## src/rtl/mips_mem_pkg.sv

```systemverilog
// Shared types for the data-side memory bridge: FSM states, store-buffer entry
// layout and the full byte-mask constant.
package mips_mem_pkg;

  localparam int MEM_ADDR_W = 30;
  localparam int MEM_DATA_W = 32;
  localparam int MEM_MASK_W = MEM_DATA_W / 8;

  localparam logic [MEM_MASK_W-1:0] WB_MASK_FULL = 4'hF;

  typedef enum logic [2:0] {
    IDLE,
    DRAIN,
    RD_REQ,
    RD_WAIT,
    RD_DONE
  } dmem_state_e;

  typedef struct packed {
    logic [MEM_ADDR_W-1:0] addr;
    logic [MEM_DATA_W-1:0] data;
    logic [MEM_MASK_W-1:0] we;
  } wb_entry_t;

endpackage

```

## src/rtl/mips_store_buffer.sv

```systemverilog
// Circular store buffer holding posted writes until the bridge drains them.
// Also provides a combinational lookup of the youngest entry matching an address
// so loads can be forwarded or held back behind a partial write.
module mips_store_buffer
  import mips_mem_pkg::*;
#(
  parameter int DEPTH = 4
) (
  input  logic                      clk,
  input  logic                      rst,
  input  logic                      push,
  input  wb_entry_t                 push_entry,
  input  logic                      pop,
  output wb_entry_t                 head_entry,
  output logic                      full,
  output logic                      empty,
  output logic [$clog2(DEPTH):0]    count,
  input  logic [MEM_ADDR_W-1:0]     lk_addr,
  output logic                      lk_hit,
  output logic                      lk_full_mask,
  output logic [MEM_DATA_W-1:0]     lk_data
);

  localparam int PTR_W = $clog2(DEPTH);
  localparam int CNT_W = PTR_W + 1;

  wb_entry_t        mem_q [DEPTH];
  wb_entry_t        mem_d [DEPTH];
  logic [PTR_W-1:0] wr_ptr_q, wr_ptr_d;
  logic [PTR_W-1:0] rd_ptr_q, rd_ptr_d;
  logic [CNT_W-1:0] count_q, count_d;
  logic             push_ok;
  logic             pop_ok;

  assign full       = (count_q == CNT_W'(DEPTH));
  assign empty      = (count_q == '0);
  assign count      = count_q;
  assign head_entry = mem_q[rd_ptr_q];
  assign push_ok    = push && !full;
  assign pop_ok     = pop && !empty;

  // Next pointer/count/storage values from push and pop requests.
  always_comb begin
    mem_d    = mem_q;
    wr_ptr_d = wr_ptr_q;
    rd_ptr_d = rd_ptr_q;
    count_d  = count_q;
    if (push_ok) begin
      mem_d[wr_ptr_q] = push_entry;
      wr_ptr_d        = wr_ptr_q + 1'b1;
    end
    if (pop_ok) begin
      rd_ptr_d = rd_ptr_q + 1'b1;
    end
    case ({push_ok, pop_ok})
      2'b10:   count_d = count_q + 1'b1;
      2'b01:   count_d = count_q - 1'b1;
      default: count_d = count_q;
    endcase
  end

  // Walk oldest to youngest so the last match seen is the youngest one.
  always_comb begin
    logic [PTR_W-1:0] idx;
    idx          = '0;
    lk_hit       = 1'b0;
    lk_full_mask = 1'b0;
    lk_data      = '0;
    for (int i = 0; i < DEPTH; i++) begin
      idx = rd_ptr_q + PTR_W'(i);
      if ((CNT_W'(i) < count_q) && (mem_q[idx].addr == lk_addr)) begin
        lk_hit       = 1'b1;
        lk_full_mask = (mem_q[idx].we == WB_MASK_FULL);
        lk_data      = mem_q[idx].data;
      end
    end
  end

  // Buffer state register; reset discards any pending stores.
  always_ff @(posedge clk) begin
    if (rst) begin
      wr_ptr_q <= '0;
      rd_ptr_q <= '0;
      count_q  <= '0;
      mem_q    <= '{default: '0};
    end else begin
      wr_ptr_q <= wr_ptr_d;
      rd_ptr_q <= rd_ptr_d;
      count_q  <= count_d;
      mem_q    <= mem_d;
    end
  end

endmodule

```

## src/rtl/mips_dmem_bridge.sv

```systemverilog
// Data-side bridge between the single-cycle core and a variable-latency memory.
// Stores are posted into a store buffer; loads hit the buffer when a full-word
// store to the same address is pending, otherwise they stall the core for a read.
//
// state   | meaning
// --------+---------------------------------------------------------------
// IDLE    | no memory traffic; detect load misses, start draining stores
// DRAIN   | presenting store-buffer head to memory, pop on handshake
// RD_REQ  | presenting the latched load address as a read request
// RD_WAIT | read accepted, waiting for the memory response
// RD_DONE | one cycle releasing the core with the latched read data
module mips_dmem_bridge
  import mips_mem_pkg::*;
#(
  parameter int WB_DEPTH = 4,
  parameter int ADDR_W   = MEM_ADDR_W,
  parameter int DATA_W   = MEM_DATA_W
) (
  input  logic                  clk,
  input  logic                  rst,
  input  logic [ADDR_W-1:0]     core_addr,
  input  logic [DATA_W-1:0]     core_wdata,
  input  logic [DATA_W/8-1:0]   core_we,
  input  logic                  core_re,
  output logic [DATA_W-1:0]     core_rdata,
  output logic                  core_stall,
  output logic                  mem_req_valid,
  input  logic                  mem_req_ready,
  output logic [ADDR_W-1:0]     mem_req_addr,
  output logic [DATA_W-1:0]     mem_req_wdata,
  output logic [DATA_W/8-1:0]   mem_req_we,
  input  logic                  mem_resp_valid,
  input  logic [DATA_W-1:0]     mem_resp_data
);

  localparam int CNT_W = $clog2(WB_DEPTH) + 1;

  dmem_state_e       state_q, state_d;
  logic [ADDR_W-1:0] ld_addr_q, ld_addr_d;
  logic [DATA_W-1:0] rdata_q, rdata_d;

  wb_entry_t         push_entry;
  wb_entry_t         head_entry;
  logic              wb_push;
  logic              wb_pop;
  logic              wb_full;
  logic              wb_empty;
  logic [CNT_W-1:0]  wb_count;
  logic              lk_hit;
  logic              lk_full_mask;
  logic [DATA_W-1:0] lk_data;

  logic core_active;
  logic is_store;
  logic is_load;
  logic fwd_hit;
  logic load_miss;

  // Core requests are only decoded while no read is in progress; during a
  // read the core is holding the same load and must not be re-evaluated.
  assign core_active = (state_q == IDLE) || (state_q == DRAIN);
  assign is_store    = |core_we;
  assign is_load     = core_re && !is_store;
  assign wb_push     = core_active && is_store && !wb_full;
  assign fwd_hit     = core_active && is_load && lk_hit && lk_full_mask;
  assign load_miss   = core_active && is_load && !lk_hit;
  assign push_entry  = '{addr: core_addr, data: core_wdata, we: core_we};

  mips_store_buffer #(
    .DEPTH(WB_DEPTH)
  ) u_wb (
    .clk         (clk),
    .rst         (rst),
    .push        (wb_push),
    .push_entry  (push_entry),
    .pop         (wb_pop),
    .head_entry  (head_entry),
    .full        (wb_full),
    .empty       (wb_empty),
    .count       (wb_count),
    .lk_addr     (core_addr),
    .lk_hit      (lk_hit),
    .lk_full_mask(lk_full_mask),
    .lk_data     (lk_data)
  );

  // Next-state, memory request and core-side outputs.
  always_comb begin
    state_d       = state_q;
    ld_addr_d     = ld_addr_q;
    rdata_d       = rdata_q;
    wb_pop        = 1'b0;
    core_stall    = 1'b0;
    core_rdata    = '0;
    mem_req_valid = 1'b0;
    mem_req_addr  = '0;
    mem_req_wdata = '0;
    mem_req_we    = '0;

    case (state_q)
      IDLE: begin
        if (load_miss) begin
          state_d   = RD_REQ;
          ld_addr_d = core_addr;
        end else if (!wb_empty) begin
          state_d = DRAIN;
        end
      end
      DRAIN: begin
        mem_req_valid = 1'b1;
        mem_req_addr  = head_entry.addr;
        mem_req_wdata = head_entry.data;
        mem_req_we    = head_entry.we;
        // The write already on the bus must complete before a read takes over.
        if (mem_req_ready) begin
          wb_pop = 1'b1;
          if (load_miss) begin
            state_d   = RD_REQ;
            ld_addr_d = core_addr;
          end else if ((wb_count == CNT_W'(1)) && !wb_push) begin
            state_d = IDLE;
          end
        end
      end
      RD_REQ: begin
        core_stall    = 1'b1;
        mem_req_valid = 1'b1;
        mem_req_addr  = ld_addr_q;
        if (mem_req_ready) begin
          state_d = RD_WAIT;
        end
      end
      RD_WAIT: begin
        core_stall = 1'b1;
        if (mem_resp_valid) begin
          rdata_d = mem_resp_data;
          state_d = RD_DONE;
        end
      end
      RD_DONE: begin
        core_rdata = rdata_q;
        state_d    = IDLE;
      end
      default: state_d = IDLE;
    endcase

    // Full is taken from the registered count, so a pop this cycle does not
    // release a stalled store until the next cycle.
    if (core_active) begin
      if (is_store) begin
        core_stall = wb_full;
      end else if (is_load) begin
        if (fwd_hit) begin
          core_rdata = lk_data;
        end else begin
          core_stall = 1'b1;
        end
      end
    end
  end

  // FSM and read-path registers.
  always_ff @(posedge clk) begin
    if (rst) begin
      state_q   <= IDLE;
      ld_addr_q <= '0;
      rdata_q   <= '0;
    end else begin
      state_q   <= state_d;
      ld_addr_q <= ld_addr_d;
      rdata_q   <= rdata_d;
    end
  end

endmodule
```

## config.mk

```make
export PLATFORM = sky130hd
export DESIGN_NAME = mips_dmem_bridge
export DESIGN_NICKNAME = d
export VERILOG_FILES = /design/src/rtl/mips_mem_pkg.sv /design/src/rtl/mips_store_buffer.sv /design/src/rtl/mips_dmem_bridge.sv
export SDC_FILE = /design/constraint.sdc
export NUM_CORES = 1
export LEC_CHECK = 0
export BUFFER_PORTS_ARGS = -buffer_cell sky130_fd_sc_hd__clkbuf_2
export CELL_PAD_IN_SITES_DETAIL_PLACEMENT = 1
export CELL_PAD_IN_SITES_GLOBAL_PLACEMENT = 2
export CORE_ASPECT_RATIO = 0.6
export CORE_MARGIN = 2
export CORE_UTILIZATION = 36
export DETAILED_ROUTE_END_ITERATION = 12
export PLACE_DENSITY_LB_ADDON = 0.2
export SETUP_SLACK_MARGIN = 0.15
export SKIP_LAST_GASP = 1
export SLEW_MARGIN = 30
export SYNTH_ARGS = -nofsm -noshare
export SYNTH_HDL_FRONTEND = slang
export SYNTH_HIERARCHICAL = 1
export SYNTH_SLANG_ARGS = --single-unit
```

## constraint.sdc

```tcl
create_clock -name clk -period 5.2 [get_ports clk]
set_input_delay 1.04 -clock clk [delete_from_list [all_inputs] [get_ports clk]]
set_output_delay 1.04 -clock clk [all_outputs]
set_load 0.02 [all_outputs]
```

# Yosys cells after proc, flatten, opt, wreduce, memory -nomap -nowiden
# Cells that the tools add are included.
dict set report classes {
  bitwise 5
  n_mux 55
  order_cmp 10
  eq_ne 21
  reduce_logical 31
  n_addsub 6
}
# cell n
set op_table {}
lappend op_table {{2-to-1 mux 66 bit} 9}
lappend op_table {{binary-select mux 66 bit (select 2 bit)} 4}
lappend op_table {{2-to-1 mux 32 bit} 10}
lappend op_table {{bitwise mux 264 bit} 1}
lappend op_table {{demux 66 bit (select 2 bit)} 1}
lappend op_table {{equality test 30 bit} 4}
lappend op_table {{one-hot mux 30 bit (2 select lines)} 2}
lappend op_table {{2-to-1 mux 30 bit} 2}
lappend op_table {{2-to-1 mux 3 bit} 7}
lappend op_table {{equality test 4 bit (second input constant)} 4}
lappend op_table {{2-to-1 mux 1 bit} 16}
lappend op_table {{greater-or-equal comparator 3 bit (second input constant)} 5}
lappend op_table {{logical AND 1 bit} 15}
lappend op_table {{NOT 2 -> 3 bit} 5}
lappend op_table {{one-hot mux 3 bit (4 select lines)} 1}
lappend op_table {{equality test 3 x 1 -> 1 bit (second input constant)} 2}
lappend op_table {{equality test 3 x 2 -> 1 bit (second input constant)} 2}
lappend op_table {{equality test 3 bit (second input constant)} 2}
lappend op_table {{logical NOT 3 bit} 2}
lappend op_table {{less-than comparator 1 x 3 -> 1 bit (first input constant)} 2}
lappend op_table {{less-than comparator 2 x 3 -> 1 bit (first input constant)} 2}
lappend op_table {{!= test 2 bit (second input constant)} 3}
lappend op_table {{one-hot mux 3 bit (2 select lines)} 1}
lappend op_table {{logical NOT 1 bit} 5}
lappend op_table {{16 further kinds} 21}
dict set report totals {
  inputBits 103
  wordCells 146
  out_inout_bits 100
  reg_bits 336
}

# Depth between registers and ports, before layout
dict set report logic_depth {
  depth_word 16
  ltp_mapped 19
  ltp_nobuf 13
}

# Cells and area by module
# The synthesis kept the hierarchy.
# mod seq_area_each_um2 area_each_um2 cells_per_inst instances
set by_module_without_submodules {}
lappend by_module_without_submodules {mips_store_buffer 5425.2 17864.6 2261 1}
lappend by_module_without_submodules {mips_dmem_bridge 1301.2 3311.9 434 1}

# Worst setup path after synthesis
# No wires, ideal clock.
dict set report synth_path {
  path_type {input -> output}
  startpoint {input core_addr[29]}
  endpoint {output core_rdata[10]}
  n_path_buf 3
  t_arrival_ps 3788
  required_ps 4160
  path_slack_ps 372
  cell_stages 14
  path_cell_list {clkbuf_1 xnor2_1 a2111oi_0 a31oi_1 nor4_1 and4b_1 nor2b_1 a221oi_1 nor2_1 and3_1 and3_1 clkbuf_1 buf_2 a22o_1}
}
dict set report synth_via {
  elab_cells_between_ends 26
  cone_classes {eq/ne: 4; mux: 16; reduce/logical: 6}
}
# element line
set synth_rtl {}
lappend synth_rtl {{from (decl)} mips_dmem_bridge.sv:21} ;# input logic [ADDR_W-1:0] core_addr,
lappend synth_rtl {{equality test 30 bit} mips_store_buffer.sv:71} ;# if ((CNT_W'(i) < count_q) && (mem_q[idx].addr == lk_addr)) begin
lappend synth_rtl {{logical AND 1 bit} mips_store_buffer.sv:71}
lappend synth_rtl {{2-to-1 mux 1 bit (3 in a row)} mips_store_buffer.sv:71}
lappend synth_rtl {{2-to-1 mux 1 bit (*)} mips_store_buffer.sv:71}
lappend synth_rtl {{via lk_full_mask} mips_dmem_bridge.sv:50} ;# logic lk_full_mask;
lappend synth_rtl {{logical AND 1 bit (*)} mips_dmem_bridge.sv:65} ;# assign fwd_hit = core_active && is_load && lk_hit && lk_full_mask;
lappend synth_rtl {{2-to-1 mux 32 bit (*)} mips_dmem_bridge.sv:153} ;# if (fwd_hit) begin
lappend synth_rtl {{2-to-1 mux 32 bit (*)} mips_dmem_bridge.sv:152} ;# end else if (is_load) begin
lappend synth_rtl {{2-to-1 mux 32 bit (*)} mips_dmem_bridge.sv:150} ;# if (is_store) begin
lappend synth_rtl {{2-to-1 mux 32 bit (*)} mips_dmem_bridge.sv:149} ;# if (core_active) begin
lappend synth_rtl {{to (decl)} mips_dmem_bridge.sv:25} ;# output logic [DATA_W-1:0] core_rdata,
# Mark *: on every way through the listed nets, which the timed path passes. The rest lies on a longest branch.

# Worst setup path in the final report
dict set report layout_path {
  startpoint {register u_wb.rd_ptr_q[0]}
  endpoint {output core_rdata[4]}
}
dict set report layout_via {
  elab_cells_between_ends 49
  cone_classes {add/sub: 3; eq/ne: 8; mux: 28; bitwise: 4; reduce/logical: 6}
}
# element line
set layout_rtl {}
lappend layout_rtl {{from (decl)} mips_store_buffer.sv:30} ;# logic [PTR_W-1:0] rd_ptr_q, rd_ptr_d;
lappend layout_rtl {{from (signal assigned)} mips_store_buffer.sv:88} ;# rd_ptr_q <= rd_ptr_d;
lappend layout_rtl {{adder 2 x 1 -> 2 bit or NOT 2 -> 3 bit (tied branches)} {mips_store_buffer.sv:70, mips_store_buffer.sv:71, mips_store_buffer.sv:73}}
lappend layout_rtl {{NOT 2 -> 3 bit (implied by the code) or binary-select mux 66 bit (select 2 bit) (tied branches)} {mips_store_buffer.sv:71, mips_store_buffer.sv:73}}
lappend layout_rtl {{binary-select mux 66 bit (select 2 bit) or 2-to-1 mux 66 bit (tied branches)} {mips_store_buffer.sv:71, mips_store_buffer.sv:73, mips_store_buffer.sv:74}}
lappend layout_rtl {{2-to-1 mux 66 bit (on tied branches)} {mips_store_buffer.sv:71, mips_store_buffer.sv:74}}
lappend layout_rtl {{2-to-1 mux 66 bit (implied by the code) or equality test 30 bit (tied branches)} mips_store_buffer.sv:71}
lappend layout_rtl {{equality test 30 bit or logical AND 1 bit (tied branches)} mips_store_buffer.sv:71}
lappend layout_rtl {{logical AND 1 bit or 2-to-1 mux 1 bit (tied branches)} mips_store_buffer.sv:71}
lappend layout_rtl {{2-to-1 mux 1 bit (2 in a row)} mips_store_buffer.sv:71}
lappend layout_rtl {{2-to-1 mux 1 bit (*)} mips_store_buffer.sv:71}
lappend layout_rtl {{via lk_full_mask} mips_dmem_bridge.sv:50}
lappend layout_rtl {{logical AND 1 bit (*)} mips_dmem_bridge.sv:65}
lappend layout_rtl {{2-to-1 mux 32 bit (*)} mips_dmem_bridge.sv:153}
lappend layout_rtl {{2-to-1 mux 32 bit (*)} mips_dmem_bridge.sv:152}
lappend layout_rtl {{2-to-1 mux 32 bit (*)} mips_dmem_bridge.sv:150}
lappend layout_rtl {{2-to-1 mux 32 bit (*)} mips_dmem_bridge.sv:149}
# Mark *: on every way through the listed nets, which the timed path passes. The rest lies on a longest branch. The select of a mux whose other input is x is not followed.

==> metrics <==
outcome=complete, but fails checks; violated checks=negative setup slack; detailed-route DRC error count=0; async set-or-reset flop fraction in the synthesized netlist=0; DR vias=21265; fill count=6907; placed insts=3576; Avg WL per Cell=25.3 µm; die extent in x=317 µm; core box area=0.0579 mm²; Flop pwr share=0.307; Pint=6.40 mW; initial antenna violation count=3; CTS H-tree depth=2; syn avg cell area=7.86 µm²; Comb pwr share=0.457; Post-Syn Instances=2695; clock tree buffer depth=3; Initial Utilization=0.366; critical path class=reg2out; die area=0.0608 mm²; GRT Overall Usage=0.301; reg2reg end=ld_addr_q[8]$_SDFFE_PP0P_; Final Hold Vio Count=0; worst r2r src=u_wb/rd_ptr_q[0]$_SDFFE_PP0P_; Critical Path End=core_rdata[4]; commonest non-fill, non-tap cells in the layout=nand2_1, a21oi_1, dfxtp_1; period utilization=1.06; post-synth cell types=69; share of layout cells above drive strength 1=0.239; first-pass GRT wire length=138 mm; CTS tree=built; Congestion Overflow GR=0; biggest area consumer among synthesized cells=dfxtp_1; unrepaired setup endpoints after global routing=true; Max Fclk=182 MHz; actual slew at the worst max-slew pin=0.989 ns; std cell rows=68; Synth warnings=6; DR iter-0 viols=1701; I/O pin cnt=203; Area growth syn-to-layout=21.4%; root cell of the clock tree=clkbuf_16; Post-synth EDFFs=0; Post-Syn Nets=2807; LEAKAGE=9.43 nW; max-cap viol count=0; Req. time, crit path=4.16 ns; Most used DFF post-synth=dfxtp_1; Mapped Area=0.0212 mm²; # port buffers=202; vias in the first global route=21335; commonest non-fill, non-tap cell in the layout=nand2_1; setup_tns=-8.48 ns; vias per cell=5.79; clk_lat worst skew=0.57 ns; R2R Setup Slk=0.93 ns; Clock Skew=0.0281 ns; final std cells w/o fill=3675; Final min period=5.50 ns; DP HPWL=63.0 mm; cts bufs inserted=38; post-route ant nets=0; Critical Path Start=u_wb/rd_ptr_q[0]$_SDFFE_PP0P_; P per Cell Area=445 mW/mm²; Reg2Reg Depth=20; Clock Power Share=0.236; Data arrival, critical path=4.46 ns; clock sink total=336; design area=0.0257 mm²; Post-CTS Hold Buffers=0; Setup violations, final=33; Placed Area=0.0235 mm²; Slew HR=0.341; top area cells in the synthesized netlist=dfxtp_1, nand2_1, a21oi_1, mux2i_1, mux2_2; CP startpoint kind=register; Layout Nets=2988; CP Capture Type=output port; share of the synthesized area in the top cell type=0.318; largest net degree at the start of global routing=136; worst min-delay path class=reg2reg; Pre-antenna DRT Iters=5; fin. max-slew vios=0; Clock transition at path regs=0.06 ns; Critical Path Fanout Max=8; die height=192 µm; Setup WS post-layout=-0.302 ns; FF+latch count, synth=336; total design power=11.4 mW; WL final=93.1 mm; worst vdd ir=397 µV; P_sw=5.05 mW; Placer Congestion=0.991; switching share of power=0.441; register area share after synthesis=0.318
## timing repair
action                     in CTS  in global routing
setup endpoints to repair      33                 33
resized for setup             114                 41
cloned                          5                  1
setup buffers                  20                  4
pin swaps                      13                 17
## how the worst min path moves through the flow
| stage | start | depth (start not counted) | endpoint | slack (ns) |
|---|---|---|---|---|
| after floorplan | ld_addr_q[0]$_SDFFE_PP0P_ | 2 | ld_addr_q[0]$_SDFFE_PP0P_ | 0.44 |
| after global placement | ld_addr_q[1]$_SDFFE_PP0P_ | 2 | ld_addr_q[1]$_SDFFE_PP0P_ | 0.44 |
| after detailed placement | ld_addr_q[16]$_SDFFE_PP0P_ | 2 | ld_addr_q[16]$_SDFFE_PP0P_ | 0.45 |
| after CTS | ld_addr_q[16]$_SDFFE_PP0P_ | 2 | ld_addr_q[16]$_SDFFE_PP0P_ | 0.46 |
| after global routing | rdata_q[15]$_SDFFE_PP0P_ | 2 | rdata_q[15]$_SDFFE_PP0P_ | 0.48 |
| final | ld_addr_q[16]$_SDFFE_PP0P_ | 2 | ld_addr_q[16]$_SDFFE_PP0P_ | 0.45 |
## kinds of logic (layout without fill, tap and decap cells)
family | after synthesis | after routing | share of synthesized area
flip-flops | 336 | 336 | 0.318
XOR/XNOR | 103 | 103 | 0.0426
adder cells (fa/ha/maj) | 9 | 9 | 0.00532
other | 0 | 3 | 0
buffers and inverters | 260 | 467 | 0.0575
AO/OA/AOI/OAI | 684 | 684 | 0.203
AND/OR/NAND/NOR | 968 | 968 | 0.189
multiplexers | 335 | 335 | 0.186
## state kept, by name, indices dropped and copies added (netlist names)
name and cells:
ld_addr_q 30, rdata_q 32, state_q 3, u_wb/count 3, u_wb/mem_q 264, u_wb/rd_ptr_q 2, u_wb/wr_ptr_q 2
## critical path: stages (launching register included)
cell	delay [ns]
dfxtp_4	0.37
buf_12	0.15
buf_12	0.16
mux2i_1	0.37
buf_4	0.20
xnor2_1	0.12
a2111oi_4	0.35
a22oi_2	0.13
nor4_2	0.32
buf_4	0.15
nand4_1	0.15
buf_6	0.21
nand2_4	0.07
a221oi_2	0.04
nor2_1	0.12
and3_1	0.16
and3_4	0.26
buf_6	0.13
buf_16	0.13
a22o_1	0.14
clkbuf_8	0.14
## synth_stat cells (3+ instances only)
master / instances
nand2_1: 705
a21oi_1: 444
dfxtp_1: 336
mux2i_1: 204
clkbuf_1: 147
nor2_1: 139
mux2_2: 89
xnor2_1: 75
a22o_1: 62
and3_1: 43
o21ai_0: 42
buf_2: 34
mux4_2: 33
o21a_1: 30
o221ai_2: 30
buf_1: 29
xor2_1: 28
buf_4: 17
nand4_1: 16
buf_6: 15
inv_1: 15
a211oi_1: 10
o22ai_1: 10
a2111oi_0: 9
and2_1: 9
ha_1: 9
nor3_1: 9
nor4_1: 9
nand3_1: 8
a221oi_1: 7
a31oi_1: 7
nor2b_1: 7
a22oi_1: 6
and4_1: 5
mux2_1: 3
mux2i_2: 3
mux2i_4: 3
nand2b_1: 3
o211ai_1: 3
or3_1: 3
## routing by layer
metal  vias to the layer above  track usage  share of wire
met4                         2       0.0562          0.015
met2                       650        0.429           0.41
met5                         -            0        0.00017
met1                     10764        0.450           0.49
li1                       9754            -              -
met3                        95       0.0811          0.087
## power groups by stage
stage / combinational, mW / sequential [mW] / clock, mW
final: 5.24 / 3.51 / 2.70
after global routing: 5.58 / 3.57 / 2.88
after global placement: 4.71 / 3.49 / 0
after floorplan: 3.05 / 3.36 / 0
after CTS: 5.09 / 3.49 / 2.77
after detailed placement: 4.83 / 3.53 / 0
## area by class of cell
type | count | area [µm²] | area share
well taps | 770 | 963 | 0.0375
flip-flops and latches | 336 | 6740 | 0.262
inverters | 15 | 56.3 | 0.00219
multi-input cells | 2099 | 13700 | 0.533
clock inverters | 7 | 43.8 | 0.00170
clock buffers | 59 | 1140 | 0.0444
diodes | 3 | 7.51 | 0.000292
repair buffers | 386 | 3050 | 0.119
## through the flow
step | utilization | hold WS [ns] | setup WS (ns)
2_1_floorplan | - | 0.436 | 0.372
3_3_place_gp | 0.405 | 0.441 | -0.709
3_5_place_dp | 0.405 | 0.448 | -0.488
4_1_cts | 0.440 | 0.457 | -0.219
5_1_grt | 0.444 | 0.479 | -0.464
6_report | 0.444 | 0.452 | -0.302
Power figures use the tool's default switching activity.
